[src/rtl/tt_bist_harness.sv]
// On-chip self-test harness: LFSR pattern source, MISR response compactor, signature compare.
// Optional serial signature readout in DONE is enabled by defining BIST_SIG_SHIFT_EN.
module tt_bist_harness #(
  parameter int unsigned            IN_W      = 8,
  parameter int unsigned            OUT_W     = 8,
  parameter int unsigned            NUM_PAT   = 256,
  parameter int unsigned            DUT_LAT   = 1,
  parameter logic [IN_W-1:0]        SEED      = IN_W'(1),
  parameter logic [IN_W-1:0]        LFSR_TAPS = IN_W'(8'hB8),
  parameter logic [OUT_W-1:0]       MISR_TAPS = OUT_W'(8'hB8)
) (
  input  logic             clk,
  input  logic             rst,
  input  logic             start,
  input  logic             abort,
  output logic [IN_W-1:0]  pat_out,
  output logic             pat_valid,
  input  logic [OUT_W-1:0] resp_in,
  input  logic [OUT_W-1:0] exp_sig,
  output logic [OUT_W-1:0] signature,
  output logic             busy,
  output logic             done,
  output logic             pass
`ifdef BIST_SIG_SHIFT_EN
  ,
  input  logic             sig_shift,
  output logic             sig_sdo
`endif
);

  localparam int unsigned CNT_W = $clog2(NUM_PAT + 1);
  localparam int unsigned LAT_W = (DUT_LAT > 0) ? DUT_LAT : 1;

  typedef enum logic [2:0] {
    S_IDLE,
    S_RUN,
    S_DRAIN,
    S_CMP,
    S_DONE
  } state_e;

  state_e           state_q, state_d;
  logic [IN_W-1:0]  lfsr_q, lfsr_d;
  logic [OUT_W-1:0] misr_q, misr_d;
  logic [CNT_W-1:0] cnt_q, cnt_d;
  logic [LAT_W-1:0] dly_q, dly_d;
  logic             pass_q, pass_d;

  logic launch;
  logic last_pat;
  logic drain_empty;
  logic cap;

  assign launch   = start & ~abort &
                    ((state_q == S_IDLE) | (state_q == S_DONE));
  assign last_pat = (cnt_q == CNT_W'(NUM_PAT - 1));

  // Delay line drains once its next value holds no live pattern.
  assign drain_empty = (LAT_W'({dly_q, 1'b0}) == '0);

  generate
    if (DUT_LAT == 0) begin : g_cap_comb
      assign cap = (state_q == S_RUN);
    end else begin : g_cap_dly
      assign cap = dly_q[LAT_W-1];
    end
  endgenerate

  always_ff @(posedge clk or posedge rst) begin
    if (rst) begin
      state_q <= S_IDLE;
      lfsr_q  <= SEED;
      misr_q  <= '0;
      cnt_q   <= '0;
      dly_q   <= '0;
      pass_q  <= 1'b0;
    end else begin
      state_q <= state_d;
      lfsr_q  <= lfsr_d;
      misr_q  <= misr_d;
      cnt_q   <= cnt_d;
      dly_q   <= dly_d;
      pass_q  <= pass_d;
    end
  end

  always_comb begin
    state_d = state_q;
    unique case (state_q)
      S_IDLE, S_DONE: if (start) state_d = S_RUN;
      S_RUN: begin
        if (last_pat) state_d = (DUT_LAT == 0) ? S_CMP : S_DRAIN;
      end
      S_DRAIN: if (drain_empty) state_d = S_CMP;
      S_CMP: state_d = S_DONE;
      default: state_d = S_IDLE;
    endcase
    if (abort) state_d = S_IDLE;
  end

  always_comb begin
    lfsr_d = lfsr_q;
    misr_d = misr_q;
    cnt_d  = cnt_q;
    dly_d  = LAT_W'({dly_q, pat_valid});
    pass_d = pass_q;
    if (pat_valid) begin
      lfsr_d = {lfsr_q[IN_W-2:0], ^(lfsr_q & LFSR_TAPS)};
      cnt_d  = cnt_q + CNT_W'(1);
    end
    if (cap) misr_d = {misr_q[OUT_W-2:0], ^(misr_q & MISR_TAPS)} ^ resp_in;
`ifdef BIST_SIG_SHIFT_EN
    if ((state_q == S_DONE) && sig_shift) misr_d = {misr_q[OUT_W-2:0], 1'b0};
`endif
    if (state_q == S_CMP) pass_d = (misr_q == exp_sig);
    if (launch) begin
      lfsr_d = SEED;
      misr_d = '0;
      cnt_d  = '0;
      dly_d  = '0;
      pass_d = 1'b0;
    end
    // Abort keeps the signature visible for post-mortem inspection.
    if (abort) begin
      lfsr_d = SEED;
      misr_d = misr_q;
      cnt_d  = '0;
      dly_d  = '0;
      pass_d = 1'b0;
    end
  end

  always_comb begin
    pat_out   = lfsr_q;
    pat_valid = (state_q == S_RUN);
    busy      = (state_q == S_RUN) | (state_q == S_DRAIN) |
                (state_q == S_CMP);
    done      = (state_q == S_DONE);
    pass      = pass_q;
    signature = misr_q;
`ifdef BIST_SIG_SHIFT_EN
    sig_sdo   = (state_q == S_DONE) ? misr_q[OUT_W-1] : 1'b0;
`endif
  end

endmodule
[config.mk]
export PLATFORM = sky130hd
export DESIGN_NAME = tt_bist_harness
export DESIGN_NICKNAME = d
export VERILOG_FILES = /design/src/rtl/tt_bist_harness.sv
export SDC_FILE = /design/constraint.sdc
export NUM_CORES = 1
export LEC_CHECK = 0
export CAP_MARGIN = 10
export CORE_MARGIN = 1
export CORE_UTILIZATION = 50
export DETAILED_ROUTE_END_ITERATION = 8
export GPL_TIMING_DRIVEN = 0
export PLACE_DENSITY = 0.81
export SYNTH_ARGS = -nofsm -noshare
export SYNTH_HDL_FRONTEND = slang
export SYNTH_SLANG_ARGS = --single-unit
[constraint.sdc]
create_clock -name clk -period 2.5 [get_ports clk]
set_clock_uncertainty 0.2 [all_clocks]
set_input_delay 0.25 -clock clk [delete_from_list [all_inputs] [get_ports clk]]
set_output_delay 0.25 -clock clk [all_outputs]
set_load 0.1 [all_outputs]
==> results.sh <==
export IMPL_status="finished, final reports clean"
export IMPL_worstSetupPathType="reg -> out"
export IMPL_cts_sinks=30
export IMPL_critPathBufInv=1
export IMPL_setup_tns_ns=0
export IMPL_n_antenna_cell=0
export IMPL_synth_async_reset_ratio_pct=100.0
export IMPL_power_density_mw_per_mm2=588.5
export IMPL_cp_top_family="buffers and inverters"
export IMPL_clkLatencyLatePin_ns=0.34
export IMPL_grt_max_degree=31
export IMPL_ys_seq_area_share_pct=47.55
export IMPL_drive_above_1_share_pct=15.50
export IMPL_drt_iter0_markers=67
export IMPL_cp_end_kind="output pin"
export IMPL_wl_per_cell_um=14.44
export IMPL_setup_violations=0
export IMPL_peakVddDrop_mv=0.3516
export IMPL_grt_pass1_wl_um=5796
export IMPL_cp_start_kind="register"
export IMPL_gr_total_overflow=0
export IMPL_cts_tree="built"
export IMPL_grt_use_total_pct=23.45
export IMPL_std_cell_rows=20
export IMPL_syn_nets=174
export IMPL_syn_cell_area_mm2=0.001582
export IMPL_finalWorstPathRequiredPeriod_ns=2.437
export IMPL_min_path_type="in -> async"
export IMPL_synth_edf_count=0
export IMPL_initial_core_util_pct=52.23
export IMPL_slowest_delay_ns=1.18
export IMPL_rsz0062_at_grt="false"
export IMPL_h_tree_depth=2
export IMPL_crit_chain="clkdlybuf4s50_1"
export IMPL_synth_flop_cell="dfrtp_1"
export IMPL_routed_wl_um=3524
export IMPL_cpMaxStageDelayCell="clkdlybuf4s50_1"
export IMPL_maxSlewViolCount=0
export IMPL_holdWs_ns=0.05318
export IMPL_post_route_period_util_pct=97.46
export IMPL_synth_top_area_share_pct=45.89
export IMPL_cap_viol_max_count=0
export IMPL_place_congestion=0.7733
export IMPL_p_leak_uw=0.0009861
export IMPL_synth_warnings=0
export IMPL_cts_buffers=5
export IMPL_cts_path_max_buffers=2
export IMPL_max_freq_ghz=0.4104
export IMPL_core_mm2=0.003028
export IMPL_ys_ff_latch=30
export IMPL_tightest_slew_ns=0.9834
export IMPL_fill_cells=244
export IMPL_power_uw=1252
export IMPL_netlist_instances=152
export IMPL_die_area_mm2=0.003392
export IMPL_layout_nets=221
export IMPL_pin_count=40
export IMPL_fp_dieH_um=58.24
export IMPL_final_hold_violation_count=0
export IMPL_dr_pass1_iters=4
export IMPL_yosys_top_cells_area="dfrtp_1 46%, xor2_1 9.4%, a22o_1 5.0%"
export IMPL_port_buffers=38
export IMPL_path_clk_slew_ns=0.09
export IMPL_dr_total_vias=1288
export IMPL_drtAntennaViolNets=0
export IMPL_relSlewSlack_pct=34.24
export IMPL_die_w_um=58.24
export IMPL_grt_antenna_before_repair=0
export IMPL_area_growth_pct=34.49
export IMPL_cts_root_buf="clkbuf_4"
export IMPL_synth_top_area_cell="dfrtp_1"
export IMPL_grt_pass1_vias=1274
export IMPL_cp_max_fo=5
export IMPL_post_cts_buffers=0
export IMPL_place_hpwl_um=2485
export IMPL_avgSynthCellArea_um2=10.40
export IMPL_critPathRequiredTime_ns=2.05
export IMPL_via_per_inst=5.279
export IMPL_cp_arrival_ns=1.99
export IMPL_synthDistinctLibCells=39
export IMPL_route_detailed_drc=0
[final timing paths]
| check | from | to | slack [ns] | cells past startpoint |
|---|---|---|---|---|
| worst max-delay path | signature[3]$_DFFE_PP0P_ | signature[3] | 0.06 | 1 |
| worst min-delay path | rst | signature[6]$_DFFE_PP0P_ | 0.05 | 2 |
| worst max register to register | cnt_q[0]$_DFFE_PP0P_ | state_q[0]$_DFFE_PP0P_ | 0.68 | 6 |
| worst min register to register | cnt_q[7]$_DFFE_PP0P_ | cnt_q[7]$_DFFE_PP0P_ | 0.28 | 1 |
| max in group asynchronous | rst | pat_out[0]$_DFFE_PP1P_ | 1.48 | 3 |
| min in group clk | cnt_q[7]$_DFFE_PP0P_ | cnt_q[7]$_DFFE_PP0P_ | 0.28 | 1 |
[cell usage after synthesis (2+ instances only)]
library cell / count
a211oi_1: 2
a21oi_1: 10
a22o_1: 9
a22o_2: 4
and2_1: 2
and3_1: 2
buf_2: 2
buf_6: 4
dfrtp_1: 29
ha_1: 2
inv_1: 4
nand2_1: 16
nand3_1: 3
nor2_1: 5
nor4_1: 2
o21ai_0: 5
o21ai_1: 7
xnor2_1: 7
xor2_1: 17
[cell type report]
class                   count  area [um2]  share of cell area, %
well taps                  44       55.05                  2.588
multi-input cells         109       743.2                  34.94
clock buffers               8       78.83                  3.706
repair buffers             40       411.6                  19.35
inverters                   6       27.53                  1.294
flip-flops and latches     30       752.0                  35.35
plain buffers               7       58.81                  2.765
[report_power, final]
part	internal, uW	leakage [uW]	switching [uW]
combinational	122	0.000532	233
sequential	507	0.000410	28.5
clock	192	0.0000446	170
total	821	0.000986	431
[worst register-to-register path, cell delays in order, from the launching register on]
cell     delay, ns
dfrtp_1       0.42
ha_1          0.24
and3_1        0.22
and3_1        0.18
ha_1          0.20
o22a_1        0.21
nor2_1        0.08
[cell usage in the layout, fill, tap and decap left out, types with 2 or more instances in the layout]
master	Yosys	layout
a211oi_1	2	2
a21oi_1	10	10
a22o_1	9	9
a22o_2	4	4
and2_1	2	2
and3_1	2	2
buf_2	2	3
buf_6	4	4
clkbuf_4	0	5
clkbuf_8	0	3
clkdlybuf4s50_1	0	33
dfrtp_1	29	29
dlymetal6s2s_1	0	2
ha_1	2	2
inv_1	4	4
nand2_1	16	16
nand3_1	3	3
nor2_1	5	5
nor4_1	2	2
o21ai_0	5	5
o21ai_1	7	7
xnor2_1	7	7
xor2_1	17	17
[per-layer routing]
layer,vias up,track usage [%],part of all wire [%]
li1,624,-,-
met1,608,29.09,44
met2,49,37.77,47
met3,7,7.366,6.7
met4,0,10.20,1.6
met5,-,0,0
[flip-flops by register name, indices dropped and copies added, names as in the netlist]
name and flops:
cnt_q 9, pat_out 8, signature 8, state_q 3, cap 1, pass 1
[stage by stage]
| step | setup slack (ns) | cells | cell area [um2] | util (%) |
|---|---|---|---|---|
| CTS | 0.01057 | 243 | 2103 | 69.46 |
| global route | 0.009335 | 244 | 2127 | 70.25 |
| finish | 0.06344 | 244 | 2127 | 70.25 |
| detailed placement | -0.1930 | 234 | 2017 | 66.61 |
| global placement | -0.1609 | 234 | 2017 | 66.61 |
| floorplan | 0.3030 | 152 | 1582 | - |
[kinds of logic (layout without fill, tap and decap cells)]
logic type | count (synthesis) | count (layout) | synth area share (%)
compound gates | 42 | 42 | 17.88
simple gates | 41 | 41 | 14.24
flops | 30 | 30 | 47.55
xor+xnor | 24 | 24 | 13.29
buf+inv | 13 | 61 | 5.458
fa+ha+maj | 2 | 2 | 1.582
[repair_timing]
| item | in CTS | in global routing |
|---|---|---|
| hold endpoints to repair | 5 | 0 |
| gates resized for setup | 6 | 5 |
| hold buffers | 1 | 0 |
| setup endpoints to repair | 3 | 4 |
| cloned | 0 | 0 |
Power figures use the tool's default switching activity.
